### src/rtl/sweep_stim_misr.sv
// Exhaustive two-operand sweep generator that compacts the result of a combinational
// unit under test into a 16-bit MISR signature, behind a start/done handshake.
module sweep_stim_misr #(
  parameter int WIDTH = 3,
  parameter int DWELL = 1
) (
  input  logic             clk_i,
  input  logic             rst_n_i,
  input  logic             start_i,
  input  logic             abort_i,
  input  logic [WIDTH-1:0] y_i,
  output logic [WIDTH-1:0] a_o,
  output logic [WIDTH-1:0] b_o,
  output logic             vec_valid_o,
  output logic             busy_o,
  output logic             done_o,
  output logic [15:0]      signature_o
);

  localparam int IW = 2 * WIDTH;
  localparam int DW = (DWELL > 1) ? $clog2(DWELL) : 1;
  localparam logic [DW-1:0] DWELL_LAST = DW'(DWELL - 1);
  localparam logic [IW-1:0] IDX_LAST = {IW{1'b1}};

  typedef enum logic [1:0] {
    IDLE = 2'd0,
    RUN  = 2'd1,
    DONE = 2'd2
  } state_t;

  state_t        state_q, state_d;
  logic [IW-1:0] idx_q, idx_d;
  logic [DW-1:0] dwell_q, dwell_d;
  logic [15:0]   sig_q, sig_d;
  logic          fb;
  logic [15:0]   misr_next;

  assign fb        = sig_q[15] ^ sig_q[13] ^ sig_q[12] ^ sig_q[10];
  assign misr_next = {sig_q[14:0], fb} ^ {{(16 - WIDTH){1'b0}}, y_i};

  always_ff @(posedge clk_i) begin
    if (!rst_n_i) begin
      state_q <= IDLE;
      idx_q   <= '0;
      dwell_q <= '0;
      sig_q   <= '0;
    end else begin
      state_q <= state_d;
      idx_q   <= idx_d;
      dwell_q <= dwell_d;
      sig_q   <= sig_d;
    end
  end

  // Abort outranks the end-of-dwell sample, so an aborted vector never reaches the MISR.
  always_comb begin
    state_d = state_q;
    idx_d   = idx_q;
    dwell_d = dwell_q;
    sig_d   = sig_q;
    unique case (state_q)
      IDLE: begin
        if (start_i) begin
          state_d = RUN;
          idx_d   = '0;
          dwell_d = '0;
          sig_d   = '0;
        end
      end
      RUN: begin
        if (abort_i) begin
          state_d = IDLE;
          idx_d   = '0;
          dwell_d = '0;
        end else if (dwell_q == DWELL_LAST) begin
          sig_d   = misr_next;
          dwell_d = '0;
          if (idx_q == IDX_LAST) begin
            state_d = DONE;
            idx_d   = '0;
          end else begin
            idx_d = idx_q + IW'(1);
          end
        end else begin
          dwell_d = dwell_q + DW'(1);
        end
      end
      DONE: begin
        state_d = IDLE;
        idx_d   = '0;
        dwell_d = '0;
      end
      default: begin
        state_d = IDLE;
        idx_d   = '0;
        dwell_d = '0;
      end
    endcase
  end

  always_comb begin
    vec_valid_o = (state_q == RUN);
    busy_o      = (state_q == RUN);
    done_o      = (state_q == DONE);
    a_o         = (state_q == RUN) ? idx_q[IW-1:WIDTH] : '0;
    b_o         = (state_q == RUN) ? idx_q[WIDTH-1:0] : '0;
    signature_o = sig_q;
  end

endmodule

### config.mk
export PLATFORM = sky130hd
export DESIGN_NAME = sweep_stim_misr
export DESIGN_NICKNAME = d
export VERILOG_FILES = /design/src/rtl/sweep_stim_misr.sv
export SDC_FILE = /design/constraint.sdc
export NUM_CORES = 1
export LEC_CHECK = 0
export BUFFER_PORTS_ARGS = -buffer_cell sky130_fd_sc_hd__buf_2
export CAP_MARGIN = 20
export CORE_UTILIZATION = 50
export CTS_CLUSTER_DIAMETER = 100
export DETAILED_ROUTE_END_ITERATION = 8
export PLACE_DENSITY = 0.77
export SETUP_SLACK_MARGIN = 0.05
export SLEW_MARGIN = 0
export SYNTH_ARGS = -nofsm -noshare
export SYNTH_HDL_FRONTEND = slang
export SYNTH_SLANG_ARGS = --single-unit
### constraint.sdc
create_clock -name clk_i -period 1.6 [get_ports clk_i]
set_input_delay 0.08 -clock clk_i [delete_from_list [all_inputs] [get_ports clk_i]]
set_output_delay 0.08 -clock clk_i [all_outputs]
set_load 0.02 [all_outputs]
==> results of run 1 <==
[through the flow]
| step | instances | area, µm² |
|---|---|---|
| finish | 172 | 1300 |
| global route | 172 | 1300 |
| CTS | 172 | 1290 |
| detailed placement | 169 | 1270 |
| global placement | 169 | 1270 |
| floorplan | 115 | 1110 |
[layout make-up]
type / count / share of cell area, %
timing repair buffer: 34 / 13.7
clock buffer: 3 / 1.73
multi-input combinational: 83 / 44.4
sequential: 24 / 37.3
inverter: 1 / 0.289
tap: 27 / 2.60
[metal layers]
metal / up-vias / GRT usage, %
met1: 424 / 28.3
met3: 2 / 3.43
met5: - / 0
met4: 0 / 8.33
met2: 35 / 35.4
li1: 458 / -
[cell usage in the layout, fill, tap and decap left out, types with 5 or more instances in the layout]
master,synthesis,final
sky130_fd_sc_hd__buf_2,2,31
sky130_fd_sc_hd__a22oi_1,14,14
sky130_fd_sc_hd__dfxtp_1,24,22
sky130_fd_sc_hd__nor2b_1,16,16
sky130_fd_sc_hd__xor2_1,5,5
sky130_fd_sc_hd__nor2_1,6,5
sky130_fd_sc_hd__and2_1,7,7
sky130_fd_sc_hd__nand2_1,6,6
[timing repair]
action                                  4_1_cts  5_1_grt
cloned                                        0        0
setup buffers                                 0        0
hold endpoints to repair                      0        0
endpoints found under the setup margin        4        8
resized for setup                             1        3
[worst paths after layout]
kind	to	start	slack [ns]	cells after the start
setup reg to reg	state_q[1]	state_q[0]	0.16	4
hold reg to reg	signature_o[14]	signature_o[14]	0.49	2
setup / recovery	a_o[1]	state_q[0]	0.11	5
hold / removal	idx_q[1]	start_i	0.14	4
[cells in the mapped netlist]
library cell | count | area (µm²)
sky130_fd_sc_hd__a21oi_1 | 3 | 15.0
sky130_fd_sc_hd__o21ai_1 | 1 | 5.00
sky130_fd_sc_hd__ha_1 | 1 | 12.5
sky130_fd_sc_hd__xor2_1 | 5 | 43.8
sky130_fd_sc_hd__and2_1 | 7 | 43.8
sky130_fd_sc_hd__dfxtp_1 | 24 | 480
sky130_fd_sc_hd__buf_6 | 2 | 22.5
sky130_fd_sc_hd__nor2_1 | 6 | 22.5
sky130_fd_sc_hd__nor3b_2 | 1 | 12.5
sky130_fd_sc_hd__xnor3_1 | 1 | 22.5
sky130_fd_sc_hd__or2_2 | 1 | 6.26
sky130_fd_sc_hd__xnor2_1 | 3 | 26.3
sky130_fd_sc_hd__nand2b_1 | 2 | 12.5
sky130_fd_sc_hd__o211ai_1 | 1 | 7.51
sky130_fd_sc_hd__a21boi_0 | 3 | 22.5
sky130_fd_sc_hd__nand3_1 | 3 | 15.0
sky130_fd_sc_hd__a21o_1 | 1 | 7.51
sky130_fd_sc_hd__and3_1 | 3 | 18.8
sky130_fd_sc_hd__nand2_1 | 6 | 22.5
sky130_fd_sc_hd__buf_4 | 1 | 7.51
sky130_fd_sc_hd__nand4_1 | 1 | 6.26
sky130_fd_sc_hd__nor2b_1 | 16 | 100
sky130_fd_sc_hd__buf_2 | 2 | 10.0
sky130_fd_sc_hd__a22oi_1 | 14 | 105
sky130_fd_sc_hd__inv_1 | 1 | 3.75
sky130_fd_sc_hd__or3_1 | 1 | 6.26
sky130_fd_sc_hd__o41ai_1 | 1 | 8.76
sky130_fd_sc_hd__nand4_4 | 1 | 21.3
sky130_fd_sc_hd__clkbuf_1 | 2 | 7.51
sky130_fd_sc_hd__mux2i_1 | 1 | 10.0
[power groups by stage]
stage | sequential (µW) | clock (µW) | combinational, µW
floorplan | 642 | 0 | 150
global placement | 643 | 0 | 189
detailed placement | 644 | 0 | 196
CTS | 632 | 265 | 197
global route | 638 | 289 | 219
finish | 634 | 259 | 200
[sequential cells by signal (all words and copies together) (netlist names)]
name and flops:
state_q 2, idx_q 6, signature_o 16
[critical path: cells and delay by family (launching register included)]
kind	cells	cell delay (ns)
flops	1	0.40
buf+inv	3	0.40
simple gates	2	0.30
[cells by family (layout without fill, tap and decap cells)]
family          Yosys count  in the layout  share of synthesized area, %
simple gates             48             48                          26.0
xor+xnor                  9              9                          8.37
compound gates           24             24                          15.5
flops                    24             24                          43.4
mux                       1              1                         0.905
buf+inv                   8             38                          4.64
fa+ha+maj                 1              1                          1.13
==> metrics.log, run 1 <==
[metrics] endpoint class of the critical path: output pin
[metrics] y dimension of the die: ~50 µm
[metrics] # DRC: 0
[metrics] total area of multi-input combinational cells: ~580 µm²
[metrics] total of hold buffers inserted after clock tree synthesis: 0
[metrics] overall overflow remaining after global route: 0
[metrics] number of instances in the synthesized netlist: around 120
[metrics] result of the run: completed
[metrics] final-report hold violation count: 0
[metrics] width of the die: between 40 and 50 µm
[metrics] Seq/Total Area, Yosys: 43.4%
[metrics] share of power burned in combinational logic: between 10% and 20%
[metrics] average vias per placed instance: 5.34
[metrics] CP startpoint kind: flop
[metrics] TNS Setup: 0 ns
[metrics] Reg power frac: ~58%
[metrics] first drt pass iteration count: 4
[metrics] LEAKAGE: a little under 0.0006 µW
[metrics] number of global-route vias before repair: between 800 and 900
[metrics] Yosys warning count: 0
[metrics] RSZ-0062 raised after global routing: true
[metrics] cell at the root of the clock tree: sky130_fd_sc_hd__clkbuf_4
[metrics] Worst EP arrival: ~1.4 ns
[metrics] initial drt markers: 16
[metrics] wire length per cell after detailed routing: approximately 14 µm
[metrics] antenna viol nets, final: 0
[metrics] Avg Cell Area, Syn: 9.62 µm²
[metrics] number of max-cap violations: 0
[metrics] data required time at the worst endpoint: 1.52 ns
[metrics] Total Die Area: about 0.0024 mm²
[metrics] # clock sinks: 24
[metrics] min-delay worst type: in -> reg
[metrics] post-layout minimum cycle time: 1.49 ns
[metrics] Net count, final: around 160
[metrics] net count after synthesis: roughly 120
[metrics] share of cells above drive strength 1: around 30%
[metrics] Final Wtd Congestion: roughly 0.89
[metrics] Highest Signal Layer: met4
[metrics] Hold WS: 0.140 ns
[metrics] Antenna diodes: 0
[metrics] cell with the largest stage delay on the worst path: sky130_fd_sc_hd__dfxtp_4
[metrics] classification of the worst setup path: reg -> out
[metrics] Port-buffer cells: 31
[metrics] max-slew violations: 0
[metrics] Fillers: between 150 and 200
[metrics] M1 WL: roughly 1100 µm
[metrics] final core utilization: approximately 64%
[metrics] Post-Synthesis Cell Area: ~0.0011 mm²
[metrics] Rel. slew slack: between 70% and 80%
[metrics] count of unique library cells instantiated by Yosys: 30
[metrics] pin count of the biggest net entering global routing: 22
[metrics] Peak VDD IR: ~620 µV
[metrics] switching share of total power: about 29%
[metrics] pre-CTS WS: between 0.15 and 0.2 ns
[metrics] total via count after detailed routing: 919
[metrics] Worst Max-Slew Pin Slew: 0.390 ns
[metrics] Final Skew: about 0.0048 ns
[metrics] maximum clock frequency: approximately 0.67 GHz
[metrics] fin worst setup slack: around 0.11 ns
[metrics] total routing resource utilization after global routing: a little over a fifth
[metrics] overall power consumption: approximately 1100 µW
[metrics] met3 layer wire length in the routed design: 117 µm
[metrics] longest individual stage delay on the worst path: 0.40 ns
[metrics] share of the clock period used by the worst path: between 90% and 100%
[metrics] detailed-route wire length: approximately 2300 µm
[metrics] clock power share: 23.7%
[metrics] endpoints failing setup: 0
[metrics] antenna violations before repair: 0
[metrics] source-to-sink clock delay at the later pin of the worst-skew pair: a little over 0.3 ns
[metrics] internal power of the cells: 777 µW
[metrics] cells along the critical path: inv_1, nor2_2, buf_4, and2_1, buf_2
[metrics] number of H-tree branching levels: 1
[metrics] # IOs: 32
[metrics] area growth from synthesis to layout: 17.5%
[metrics] power per unit of standard cell area: approximately 840 mW/mm²
[metrics] buffer depth of the longest clock path: 2
[metrics] number of buffers added by the clock tree synthesis step: 3
[metrics] maximum fanout along the worst path: 9
[metrics] wire length of the first global-routing pass: between 3000 and 4000 µm
[metrics] metal2 WL: approximately 1100 µm
[metrics] TritonCTS clock tree: done
[metrics] sw power: ~320 µW
[metrics] flip-flop and latch count after synthesis: 24
[metrics] starting utilization of the core area: between 50 and 60%
[metrics] sequential cell area in the final layout: about 490 µm²
[metrics] HPWL after detailed placement: 1700 µm
[metrics] core footprint: ~0.002 mm²
[metrics] standard-cell rows: 16
[metrics] clock edge transition at the registers on the reported setup and hold paths: around 0.12 ns
Power figures use the tool's default switching activity.
==> inputs of run 2 (changes only) <==
--- a/config.mk
+++ b/config.mk
@@ -10,7 +10,7 @@
 export CORE_UTILIZATION = 50
 export CTS_CLUSTER_DIAMETER = 100
 export DETAILED_ROUTE_END_ITERATION = 8
-export PLACE_DENSITY = 0.77
+export PLACE_DENSITY_LB_ADDON = 0.08
 export SETUP_SLACK_MARGIN = 0.05
 export SLEW_MARGIN = 0
 export SYNTH_ARGS = -nofsm -noshare
==> run 2 against run 1 <==
Setup slack improved by 0.054 ns. Global-route usage fell by 2.8 points. First-iteration DRC count fell by 13%. Die area did not move. Wire length fell by 12%. Clock power fell by 5%.
==> metrics.log, run 2 (synthesis gave the netlist of run 1 again) <==
[metrics] sw power: 298 µW (-5.9%)
[metrics] most frequent cells in the layout: 31 x sky130_fd_sc_hd__buf_2, 23 x sky130_fd_sc_hd__dfxtp_1, 16 x sky130_fd_sc_hd__nor2b_1
[metrics] # clock sinks: 24 (unchanged)
[metrics] total of hold buffers inserted after clock tree synthesis: 0 (unchanged)
[metrics] grt met1 use: 24.3% (-4.0 points)
[metrics] Reg power frac: 58.0% (about the same)
[metrics] Port-buffer cells: 31 (unchanged)
[metrics] post-layout minimum cycle time: 1.44 ns (-0.0538 ns)
[metrics] flip-flop count of the largest register after layout: 16 (unchanged)
[metrics] total area of multi-input combinational cells: 574 µm² (-0.43%)
[metrics] starting utilization of the core area: 54.7% (unchanged)
[metrics] TNS Setup: 0 ns (unchanged)
[metrics] average vias per placed instance: 5.16 (-3.5%)
[metrics] Peak VDD IR: 600 µV (-3.2%)
[metrics] Fillers: 197 (+11%)
[metrics] Final Wtd Congestion: 0.810 (-8.8%)
[metrics] # Post-CTS Setup Buffers: 0 (unchanged)
[metrics] antenna viol nets, final: 0 (unchanged)
[metrics] number of max-cap violations: 0 (unchanged)
[metrics] Rel. slew slack: 69.8% (-3.9 points)
[metrics] initial drt markers: 14 (-2)
[metrics] standard-cell rows: 16 (unchanged)
[metrics] detailed-route wire length: 2050 µm (-12%)
[metrics] number of buffers added by the clock tree synthesis step: 3 (unchanged)
[metrics] clock edge transition at the registers on the reported setup and hold paths: 0.12 ns (about the same)
[metrics] max-slew violations: 0 (unchanged)
[metrics] met2 demand-to-capacity share in global routing: 31.9% (-3.5 points)
[metrics] Total Die Area: 0.00240 mm² (unchanged)
[metrics] overall power consumption: 1080 µW (-1.2%)
[metrics] share of the clock period used by the worst path: 89.7% (-3.4 points)
[metrics] wire length of the first global-routing pass: 3520 µm (-11%)
[metrics] cells along the critical path: or3_1, nand4_4, o211ai_1, nor2_1
[metrics] internal power of the cells: 783 µW (+0.77%)
[metrics] Worst EP arrival: 1.68 ns (+0.27 ns)
[metrics] maximum clock frequency: 0.697 GHz (+3.7%)
[metrics] CP startpoint kind: flop
[metrics] # DRC: 0 (unchanged)
[metrics] GRT Max-Usage Layer: met2
[metrics] TritonCTS clock tree: done
[metrics] cell with the largest stage delay on the worst path: sky130_fd_sc_hd__or3_1
[metrics] Worst Max-Slew Pin Slew: 0.447 ns (+0.0571 ns)
[metrics] y dimension of the die: 49.0 µm (unchanged)
[metrics] count of buffering cells on the critical path with inverters included: 0 (-3)
[metrics] cell at the root of the clock tree: sky130_fd_sc_hd__clkbuf_4
[metrics] clock power share: 22.8% (-0.9 points)
[metrics] Net count, final: 157 (+1.3%)
[metrics] pin count of the biggest net entering global routing: 22 (unchanged)
[metrics] result of the run: completed
[metrics] antenna violations before repair: 0 (unchanged)
[metrics] LEAKAGE: 0.000596 µW (+1.7%)
[metrics] met3 Use GR: 5.61% (+2.2 points)
[metrics] share of cells above drive strength 1: 29.3% (-0.40 points)
[metrics] maximum fanout along the worst path: 8 (-1)
[metrics] most common cell after layout, fill and taps aside: sky130_fd_sc_hd__buf_2
[metrics] endpoints failing setup: 0 (unchanged)
[metrics] share of power burned in combinational logic: 19.2% (+0.9 points)
[metrics] overall overflow remaining after global route: 0 (unchanged)
[metrics] # IOs: 32 (unchanged)
[metrics] classification of the worst setup path: reg -> reg
[metrics] cell area after layout: 0.00131 mm² (+0.87%)
[metrics] wire length per cell after detailed routing: 11.8 µm (-13%)
[metrics] longest individual stage delay on the worst path: 0.51 ns (+0.11 ns)
[metrics] final-report hold violation count: 0 (unchanged)
[metrics] power per unit of standard cell area: 825 mW/mm² (-2.0%)
[metrics] buffer depth of the longest clock path: 2 (unchanged)
[metrics] switching share of total power: 27.5% (-1.4 points)
[metrics] RSZ-0062 raised after global routing: false
[metrics] core footprint: 0.00202 mm² (unchanged)
[metrics] Final Skew: 0.00221 ns (-0.00256 ns)
[metrics] HPWL after detailed placement: 1520 µm (-10%)
[metrics] final core utilization: 64.9% (+0.56 points)
[metrics] number of H-tree branching levels: 1 (unchanged)
[metrics] min-delay worst type: in -> reg
[metrics] area growth from synthesis to layout: 18.6%
[metrics] number of global-route vias before repair: 803 (-8.4%)
[metrics] Antenna diodes: 0 (unchanged)
[metrics] sequential cell area in the final layout: 484 µm² (-0.26%)
[metrics] width of the die: 49.0 µm (unchanged)
[metrics] first drt pass iteration count: 4 (unchanged)
[metrics] source-to-sink clock delay at the later pin of the worst-skew pair: 0.30 ns (about the same)
[metrics] total via count after detailed routing: 897 (-2.4%)
[metrics] data required time at the worst endpoint: 1.85 ns (+0.33 ns)
[metrics] critical path's top delay family: simple AND/OR/NAND/NOR gates
[metrics] placed inst area: 0.00128 mm² (+1.2%)
[metrics] endpoint class of the critical path: flop
[metrics] total routing resource utilization after global routing: 18.8% (-2.8 points)
==> run 2: changes by cell type in the layout (fill, tap and decap cells not counted), sizes merged <==
cell	delta
buf	+2
==> run 2: final cells by class <==
cell class                 count  area share [%]
sequential                    24            36.9
clock buffer                   3            1.72
timing repair buffer          36            14.7
tap                           27            2.58
multi-input combinational     83            43.8
inverter                       1           0.286
==> run 2: routing by layer <==
layer	up-vias	part of all wire (%)
met1	412	50
met3	0	5.1
met5	-	0
met4	0	0
li1	463	-
met2	22	45
==> run 2: path summary, 6_finish.rpt <==
path	slack, ns	depth (start not counted)	from	endpoint
hold / removal	0.13	3	rst_n_i	state_q[0]
setup reg to reg	0.16	4	state_q[0]	idx_q[0]
setup / recovery	0.16	4	state_q[0]	idx_q[0]
hold reg to reg	0.49	2	signature_o[14]	signature_o[14]
==> run 2: worst register-to-register path, stage by stage (launching register included) <==
cell                       delay, ns
sky130_fd_sc_hd__dfxtp_4        0.38
sky130_fd_sc_hd__or3_1          0.51
sky130_fd_sc_hd__nand4_4        0.17
sky130_fd_sc_hd__o211ai_1       0.19
sky130_fd_sc_hd__nor2_1         0.14
==> run 2: repair_timing <==
item	CTS	global route
setup endpoints to repair	0	11
endpoints found under the hold margin	0	0
gates resized for setup	0	2
==> run 2: power by group through the flow <==
stage | Sequential [µW] | Combinational, µW | Clock (µW)
after global routing | 630 | 230 | 281
final | 627 | 208 | 246
after CTS | 626 | 209 | 256
after floorplan | 642 | 150 | 0
after global placement | 639 | 205 | 0
after detailed placement | 640 | 208 | 0
==> run 2: per-stage QoR <==
stage / hold WS (ns) / std cells / worst slack [ns]
after global placement: 0.458 / 171 / 0.214
final: 0.135 / 174 / 0.164
after floorplan: 0.316 / 115 / 0.205
after CTS: 0.140 / 174 / 0.0978
after detailed placement: 0.471 / 171 / 0.161
after global routing: 0.159 / 174 / 0.0724
